### config.mk
export PLATFORM = sky130hd
export DESIGN_NAME = ps2_uart_sched
export DESIGN_NICKNAME = d
export VERILOG_FILES = /design/src/rtl/ps2_uart_pkg.sv /design/src/rtl/ps2_ascii_lut.sv /design/src/rtl/ps2_uart_sched.sv
export SDC_FILE = /design/constraint.sdc
export NUM_CORES = 1
export LEC_CHECK = 0
export ABC_AREA = 1
export BUFFER_PORTS_ARGS = -buffer_cell sky130_fd_sc_hd__buf_2
export CORE_AREA = 2 2 110 112
export DETAILED_ROUTE_END_ITERATION = 16
export DIE_AREA = 0 0 112 114
export PLACE_DENSITY = 0.63
export SYNTH_ARGS = -nofsm -noshare
export SYNTH_HDL_FRONTEND = slang
export SYNTH_SLANG_ARGS = --single-unit
export TNS_END_PERCENT = 50
### constraint.sdc
create_clock -name i_clk -period 3.2 [get_ports i_clk]
set_input_delay 0.16 -clock i_clk [delete_from_list [all_inputs] [get_ports i_clk]]
set_output_delay 0.16 -clock i_clk [all_outputs]
set_load 0.05 [all_outputs]
### src/rtl/ps2_uart_pkg.sv
// Shared constants for the PS/2-to-UART scheduler: scan codes, ASCII values,
// state encodings and the set-2 letter/digit code tables.
package ps2_uart_pkg;

  localparam logic [7:0] SC_BREAK  = 8'hF0;
  localparam logic [7:0] SC_EXT    = 8'hE0;
  localparam logic [7:0] SC_LSHIFT = 8'h12;
  localparam logic [7:0] SC_RSHIFT = 8'h59;
  localparam logic [7:0] SC_ENTER  = 8'h5A;
  localparam logic [7:0] SC_SPACE  = 8'h29;

  localparam logic [7:0] ASCII_UPPER_A = 8'h41;
  localparam logic [7:0] ASCII_LOWER_A = 8'h61;
  localparam logic [7:0] ASCII_ZERO    = 8'h30;
  localparam logic [7:0] ASCII_SPACE   = 8'h20;
  localparam logic [7:0] ASCII_CR      = 8'h0D;

  localparam int ARM_TIMEOUT = 16;

  typedef enum logic [1:0] {P_IDLE, P_EXT, P_BRK, P_EXT_BRK} parse_state_t;
  typedef enum logic [1:0] {T_IDLE, T_START, T_ARM, T_WAIT} tx_state_t;

  // Index i is letter 'A'+i.
  localparam logic [7:0] LETTER_SC [0:25] = '{
    8'h1C, 8'h32, 8'h21, 8'h23, 8'h24, 8'h2B, 8'h34, 8'h33, 8'h43, 8'h3B,
    8'h42, 8'h4B, 8'h3A, 8'h31, 8'h44, 8'h4D, 8'h15, 8'h2D, 8'h1B, 8'h2C,
    8'h3C, 8'h2A, 8'h1D, 8'h22, 8'h35, 8'h1A
  };

  // Index i is digit i.
  localparam logic [7:0] DIGIT_SC [0:9] = '{
    8'h45, 8'h16, 8'h1E, 8'h26, 8'h25, 8'h2E, 8'h36, 8'h3D, 8'h3E, 8'h46
  };

endpackage

### src/rtl/ps2_ascii_lut.sv
// Combinational set-2 make code to ASCII lookup; o_hit=0 for unmapped codes.
module ps2_ascii_lut
  import ps2_uart_pkg::*;
#(
  parameter bit LOWER_DEFAULT = 1'b1
) (
  input  logic [7:0] i_code,
  input  logic       i_shift,
  output logic       o_hit,
  output logic [7:0] o_ascii
);

  logic [7:0] w_letter_base;

  assign w_letter_base = (i_shift || !LOWER_DEFAULT) ? ASCII_UPPER_A : ASCII_LOWER_A;

  always_comb begin
    o_hit   = 1'b0;
    o_ascii = 8'h00;
    for (int i = 0; i < 26; i++) begin
      if (i_code == LETTER_SC[i]) begin
        o_hit   = 1'b1;
        o_ascii = w_letter_base + 8'(i);
      end
    end
    for (int i = 0; i < 10; i++) begin
      if (i_code == DIGIT_SC[i]) begin
        o_hit   = 1'b1;
        o_ascii = ASCII_ZERO + 8'(i);
      end
    end
    if (i_code == SC_SPACE) begin
      o_hit   = 1'b1;
      o_ascii = ASCII_SPACE;
    end
    if (i_code == SC_ENTER) begin
      o_hit   = 1'b1;
      o_ascii = ASCII_CR;
    end
  end

endmodule

### src/rtl/ps2_uart_sched.sv
// Scan-code parser, character FIFO and one-byte-at-a-time UART sequencer
// between the PS/2 receiver and the UART transmitter.
module ps2_uart_sched
  import ps2_uart_pkg::*;
#(
  parameter int FIFO_AW       = 3,
  parameter bit LOWER_DEFAULT = 1'b1
) (
  input  logic               i_clk,
  input  logic               i_rst,
  input  logic [7:0]         i_ps2_byte,
  input  logic               i_ps2_valid,
  input  logic               i_tx_busy,
  output logic [7:0]         o_tx_data,
  output logic               o_tx_start,
  output logic [FIFO_AW:0]   o_fifo_level,
  output logic               o_overflow
);

  localparam int DEPTH = 1 << FIFO_AW;
  localparam logic [FIFO_AW:0] FULL_LVL = DEPTH[FIFO_AW:0];

  parse_state_t        r_pstate;
  tx_state_t           r_tstate;
  logic                r_lshift, r_rshift;
  logic                r_push;
  logic [7:0]          r_push_data;
  logic [7:0]          r_mem [DEPTH];
  logic [FIFO_AW-1:0]  r_wr_ptr, r_rd_ptr;
  logic [FIFO_AW:0]    r_level;
  logic                r_overflow;
  logic [7:0]          r_tx_data;
  logic                r_tx_start;
  logic [3:0]          r_arm_cnt;

  logic                w_hit;
  logic [7:0]          w_ascii;
  logic                w_full, w_pop, w_wr;

  ps2_ascii_lut #(.LOWER_DEFAULT(LOWER_DEFAULT)) u_lut (
    .i_code  (i_ps2_byte),
    .i_shift (r_lshift | r_rshift),
    .o_hit   (w_hit),
    .o_ascii (w_ascii)
  );

  assign w_full = (r_level == FULL_LVL);
  assign w_pop  = (r_tstate == T_IDLE) && (r_level != '0) && !i_tx_busy;
  // A pop frees a slot in the same cycle, so a push into a full FIFO still lands.
  assign w_wr   = r_push && (!w_full || w_pop);

  always_ff @(posedge i_clk or posedge i_rst) begin
    if (i_rst) begin
      r_pstate    <= P_IDLE;
      r_lshift    <= 1'b0;
      r_rshift    <= 1'b0;
      r_push      <= 1'b0;
      r_push_data <= 8'h00;
    end else begin
      r_push <= 1'b0;
      if (i_ps2_valid) begin
        case (r_pstate)
          P_IDLE: begin
            if (i_ps2_byte == SC_BREAK)       r_pstate <= P_BRK;
            else if (i_ps2_byte == SC_EXT)    r_pstate <= P_EXT;
            else if (i_ps2_byte == SC_LSHIFT) r_lshift <= 1'b1;
            else if (i_ps2_byte == SC_RSHIFT) r_rshift <= 1'b1;
            else begin
              r_push      <= w_hit;
              r_push_data <= w_ascii;
            end
          end
          P_EXT:   r_pstate <= (i_ps2_byte == SC_BREAK) ? P_EXT_BRK : P_IDLE;
          P_BRK: begin
            if (i_ps2_byte == SC_LSHIFT) r_lshift <= 1'b0;
            if (i_ps2_byte == SC_RSHIFT) r_rshift <= 1'b0;
            r_pstate <= P_IDLE;
          end
          default: r_pstate <= P_IDLE;
        endcase
      end
    end
  end

  always_ff @(posedge i_clk) begin
    if (w_wr) r_mem[r_wr_ptr] <= r_push_data;
  end

  always_ff @(posedge i_clk or posedge i_rst) begin
    if (i_rst) begin
      r_wr_ptr   <= '0;
      r_rd_ptr   <= '0;
      r_level    <= '0;
      r_overflow <= 1'b0;
    end else begin
      if (w_wr)  r_wr_ptr <= r_wr_ptr + 1'b1;
      if (w_pop) r_rd_ptr <= r_rd_ptr + 1'b1;
      case ({w_wr, w_pop})
        2'b10:   r_level <= r_level + 1'b1;
        2'b01:   r_level <= r_level - 1'b1;
        default: r_level <= r_level;
      endcase
      if (r_push && !w_wr) r_overflow <= 1'b1;
    end
  end

  always_ff @(posedge i_clk or posedge i_rst) begin
    if (i_rst) begin
      r_tstate   <= T_IDLE;
      r_tx_data  <= 8'h00;
      r_tx_start <= 1'b0;
      r_arm_cnt  <= '0;
    end else begin
      r_tx_start <= 1'b0;
      case (r_tstate)
        T_IDLE: begin
          if (w_pop) begin
            r_tx_data  <= r_mem[r_rd_ptr];
            r_tx_start <= 1'b1;
            r_tstate   <= T_START;
          end
        end
        T_START: begin
          r_arm_cnt <= 4'(ARM_TIMEOUT - 1);
          r_tstate  <= T_ARM;
        end
        T_ARM: begin
          // A UART that never answers must not stall the queue.
          if (i_tx_busy)              r_tstate  <= T_WAIT;
          else if (r_arm_cnt == 4'd0) r_tstate  <= T_IDLE;
          else                        r_arm_cnt <= r_arm_cnt - 1'b1;
        end
        default: begin
          if (!i_tx_busy) r_tstate <= T_IDLE;
        end
      endcase
    end
  end

  assign o_tx_data    = r_tx_data;
  assign o_tx_start   = r_tx_start;
  assign o_fifo_level = r_level;
  assign o_overflow   = r_overflow;

endmodule
# Yosys cells after proc, flatten, opt, wreduce, memory -nomap -nowiden
# Memories as Yosys holds them, arrays and structs flattened. A register that Yosys moved wholly into a read port is not among the register bits.
# Index checks and enable logic that the tools add are counted.
# word_totals
regBits	31
ram_bits	64
mem_count	1
wordCells	243
output_inout_bits	14
in_bits	12
# memory_table
name	words	width	rd	rd_clocked_by_memory_dff	wr	line	source
r_mem	8	8	1	1	1	ps2_uart_sched.sv:28	logic [7:0] r_mem [DEPTH];
# op_classes
n_reduce_logical	22
addsub	30
eq_ne	62
muxes	111
bitwise_logic	5
# ops
operator	count
two-way mux 8 bit	38
== test 8 x 6 -> 1 bit, second input constant	23
adder 8 x 5 -> 8 bit, second input constant	10
== test 8 x 7 -> 1 bit, second input constant	9
adder 8 x 4 -> 8 bit, second input constant	8
== test 8 x 5 -> 1 bit, second input constant	8
two-way mux 1 bit	57
adder 8 x 3 -> 8 bit, second input constant	4
inequality test 2 bit, second input constant	10
adder 8 x 2 -> 8 bit, second input constant	2
== test 8 bit, second input constant	2
case mux 4 bit (2 select lines)	2
two-way mux 2 bit	7
AND reduction 6 bit	2
adder 8 x 1 -> 8 bit, second input constant	1
two-way mux 4 bit	2
subtractor 4 x 1 -> 4 bit, second input constant	2
AND reduction 7 bit	1
adder 3 x 1 -> 3 bit, second input constant	2
== test 2 x 1 -> 1 bit, second input constant	3
== test 2 bit, second input constant	3
two-way mux 6 bit	1
inequality test 3 bit, second input constant	2
case mux 2 bit (3 select lines)	1
16 further kinds	30

# Logic depth before layout (Yosys ltp)
# depth
ltp_word	45
depth_mapped	15
mapped_depth_nobuf	15

# Hierarchy
# Synthesis repeated with hierarchy kept, for this count alone.
# unflattened
hier_cells	574
area_unflattened_um2	5217.5
# modules_own_cells
module	area_each_um2	seq_area_each_um2	cells_each	instances
ps2_uart_sched	4601.9	2897.8	441	1
ps2_ascii_lut	615.6	0.0	133	1

# Worst setup path before layout
# OpenSTA, ideal clock, no wires.
# synth_timing
path_kind	flip-flop to flip-flop
start	reg r_level[1], in the netlist o_fifo_level[1]
end	mem r_mem[4][0] (enable)
setup_ns	0.360
t_arrival_ns	1.999
path_buffers	0
stages_incl_launch_ff	8
slack_ns	0.841
period_less_slack_ns	2.359
required_ns	2.840
cell_sequence	dfrtp_1 o41ai_1 nor2_1 inv_2 a31oi_2 inv_1 or2_1 nor2_1
# synth_via
elab_chain_len	7
word_cells_on_any_way	9
cone_classes	eq/ne: 1; mux: 2; reduce/logical: 6
# synth_rtl
element	line	source
start: declaration	ps2_uart_sched.sv:30	logic [FIFO_AW:0] r_level;
start signal: assignment	ps2_uart_sched.sv:99	2'b10: r_level <= r_level + 1'b1;
start signal: assignment	ps2_uart_sched.sv:100	2'b01: r_level <= r_level - 1'b1;
start signal: assignment	ps2_uart_sched.sv:101	default: r_level <= r_level;
nonzero test 4 bit	ps2_uart_sched.sv:48	assign w_pop = (r_tstate == T_IDLE) && (r_level != '0) && !i_tx_busy;
logical AND 1 bit (2 in a row)	ps2_uart_sched.sv:48	
logical OR 1 bit *	ps2_uart_sched.sv:50	assign w_wr = r_push && (!w_full || w_pop);
logical AND 1 bit *	ps2_uart_sched.sv:50	
two-way mux 1 bit *	ps2_uart_sched.sv:86	if (w_wr) r_mem[r_wr_ptr] <= r_push_data;
two-way mux 1 bit (implied by the code) *	ps2_uart_sched.sv:86	
end: declaration	ps2_uart_sched.sv:28	
# Every way passes the cells marked *; elsewhere a longest branch is shown, timed or not.

# Final worst setup path
# layout_timing
start	reg r_tstate[0]
end	mem r_mem[2][1] (enable)
# layout_via
elab_chain_len	7
# layout_rtl
element	line	source
start: declaration	ps2_uart_sched.sv:24	tx_state_t r_tstate;
start signal: assignment	ps2_uart_sched.sv:109	r_tstate <= T_IDLE;
start signal: assignment	ps2_uart_sched.sv:120	r_tstate <= T_START;
start signal: assignment	ps2_uart_sched.sv:125	r_tstate <= T_ARM;
zero test 2 bit	ps2_uart_sched.sv:48	
logical AND 1 bit (2 in a row)	ps2_uart_sched.sv:48	
logical OR 1 bit	ps2_uart_sched.sv:50	
logical AND 1 bit	ps2_uart_sched.sv:50	
two-way mux 1 bit	ps2_uart_sched.sv:86	
two-way mux 1 bit (implied by the code)	ps2_uart_sched.sv:86	
# No other way between the ends.

==> results.cfg <==
[outcome]
status = finished with violations
violations = negative hold slack

[route]
num_vias = 3296
dr.first_iter.drc_count = 241
viasPerCell = 5.15
wl_per_cell_um = 14.4
antenna_left = 0
drc_errors = 0
drt-pass1-iter-count = 4
wl_um = 9240

[hold_path]
min_path_type = in2async

[power]
p_per_area_mw_per_mm2 = 828
ir_drop_uv = 753
p_leak_nw = 2.19

[timing]
hold_viol = 20
slew_headroom_pct = 43.1
worst_pin_slew_ns = 0.853
min_period_ns = 2.71
setup_violations = 0
slew_viol_final = 0
tns_ns = 0
worst_slack_ns = 0.493
finalCritPeriodShare_pct = 84.6
rsz0062_at_grt = false
clock.fmax_mhz = 369
hold_ws_ns = -0.00964
fin_skew_ns = 0.00739

[global_routing]
antenna_found_initial = 0
grt_overflow = 0
grt_first_pass_wirelength_um = 15500
grt_max_degree = 31
grt_usage_pct = 15.4
grt_pass1_vias = 3223

[floorplan]
rows = 40
initial_core_util_pct = 38.7
core_mm2 = 0.0117
dieArea_mm2 = 0.0128
die_w_um = 112
pin_count = 26
die_y_um = 114

[logic_synthesis]
synth_top_family_by_area = simple AND/OR/NAND/NOR gates
yosys.area.top_type = edfxtp_1
yosysMostFrequentCell = nand2_1
yosysTopAreaCellShare_pct = 37.1
ys_ff_latch = 93
postSynthAreaPerCell_um2 = 9.84
synth_nets = 483
synthTopCellsByCount = nand2_1, nor2_1, edfxtp_1
synth_simple_gate_area_share_pct = 18.8
synthFlopType = edfxtp_1
synthAdderAreaFrac_pct = 2.92
synth_xor_area_share_pct = 1.16
synth_area_mm2 = 0.00453
synth.area.mux_share_pct = 1.79
synthDistinctLibCells = 53
seq_area_frac_synth_pct = 57.5
synth.area.top_cells = edfxtp_1, dfrtp_1, nand2_1, nor2_1, inv_1
synth_compound_gate_area_share_pct = 12.0
synth_edf_count = 56
synthArstFlopShare_pct = 39.8
yosys_warnings = 0
syn_inst = 461

[clocking]
cts_buffers = 9
hold_buffers = 0
postCtsSetupRepairBufs = 0
max-clock-path-buffers = 2
cts_tree = done
clock_latency_ns = 0.33
clk_pin_slew_ns = 0.06
htree_num_levels = 3
clock-sinks = 93
root_buffer = clkbuf_16
cts.repair.resized = 0

[final_layout]
multi_input_area_mm2 = 0.00167
regArea_mm2 = 0.00261
nets = 510
syn_to_final_growth_pct = 12.6
utilization_pct = 43.6
drive_gt1_share_pct = 13.0
diodes = 0
fillers = 1128

[setup_path]
cp.required_ns = 3.17
worstPathMaxFanout = 13
path_delay_family = simple AND/OR/NAND/NOR gates
crit_slowest_cell = nor2_1
path_class = reg2reg
cp.arrival_ns = 2.67
crit_path_end_kind = flop
slowest_delay_ns = 0.52
critPathLaunchType = flop
path_cells = inv_1 -> ha_1 -> o41ai_1 -> nor2_1 -> inv_2 -> a31oi_2 -> inv_1 -> or2_1 -> nor2_1
crit_buf_inv = 3

[run]
cap_violations = 0

[placement]
dpl.hpwl_um = 6680
dp_slack_ns = 0.552
gp_congestion = 0.844
io_buffer_count = 24
==> path summary, 6_finish.rpt <==
| kind | startpoint | end | slack (ns) | cells after the start |
|---|---|---|---|---|
| max in group asynchronous | i_rst | r_push_data[0] | 2.55 | 3 |
| hold reg to reg | o_tx_data[0] | o_tx_data[0] | 0.47 | 2 |
| setup / recovery | r_tstate[0] | r_mem[2][1] | 0.49 | 9 |
| hold / removal | i_rst | r_rd_ptr[1] | -0.01 | 2 |
| min in group i_clk | i_ps2_byte[4] | r_pstate[0] | 0.05 | 2 |
| setup reg to reg | r_tstate[0] | r_mem[2][1] | 0.49 | 9 |
==> state kept, by name, indices dropped and copies added (netlist names) <==
signal	flops
r_rshift	1
r_rd_ptr	3
r_tstate	2
r_arm_cnt	4
o_overflow	1
r_mem	56
r_pstate	2
r_push_data	7
o_tx_start	1
r_lshift	1
r_wr_ptr	3
o_tx_data	7
o_fifo_level	4
r_push	1
==> metrics by stage <==
step	total power [mW]	std cells	instance area (um2)
finish	4.22	640	5100
CTS	4.26	640	5100
detailed placement	3.26	624	4820
floorplan	2.87	461	4530
global route	4.51	640	5100
global placement	3.22	624	4820
==> power by group <==
group          switching (mW)  leakage [nW]  internal (mW)
sequential              0.282         0.962           1.55
clock                   0.418         0.145          0.585
combinational           0.939          1.08          0.455
total                    1.64          2.19           2.59
==> worst register-to-register path, delay by kind of cell, from the launching register on <==
family          cells  cell delay (ns)
compound gates      2             0.39
buf+inv             3             0.37
simple gates        3             0.95
fa+ha+maj           1             0.21
flops               1             0.42
==> kinds of logic after synthesis <==
logic type               count (synthesis)
multiplexers                             8
adder cells (fa/ha/maj)                 10
XOR/XNOR                                 6
AND/OR/NAND/NOR                        195
other                                    1
flip-flops                              93
buffers and inverters                   67
AO/OA/AOI/OAI                           81
==> metal layers <==
| layer | GRT usage, % | vias to the layer above | share of wire, % |
|---|---|---|---|
| met5 | 0 | - | 0 |
| met4 | 7.24 | 0 | 2.0 |
| met3 | 2.87 | 15 | 3.8 |
| met2 | 26.1 | 76 | 48 |
| met1 | 19.2 | 1560 | 46 |
| li1 | - | 1645 | - |
==> layout make-up <==
type                            count  share of cell area, %
Sequential cell                    93                   51.1
Inverter                           55                   4.09
Tap cell                          147                   3.60
Multi-Input combinational cell    301                   32.7
Clock inverter                      5                  0.441
Clock buffer                       11                   5.17
Timing Repair Buffer               28                   2.94
==> cell usage in the layout, fill, tap and decap left out, drive strengths merged, types with 2 or more instances in the layout <==
cell type  instances
o21ai             30
nor2              75
clkbuf            11
nor4               3
o32ai              7
edfxtp            56
inv               55
buf               28
o211ai             7
xor2               4
nand2             86
mux2i              7
o21a               2
or2                2
o221ai             7
nand4             10
dfrtp             37
a21oi             13
nor3              10
a31oi              4
nand3              6
o31ai              2
ha                 9
nor3b              2
xnor2              2
clkinv             5
No activity file was read; power rests on OpenSTA's default activity.
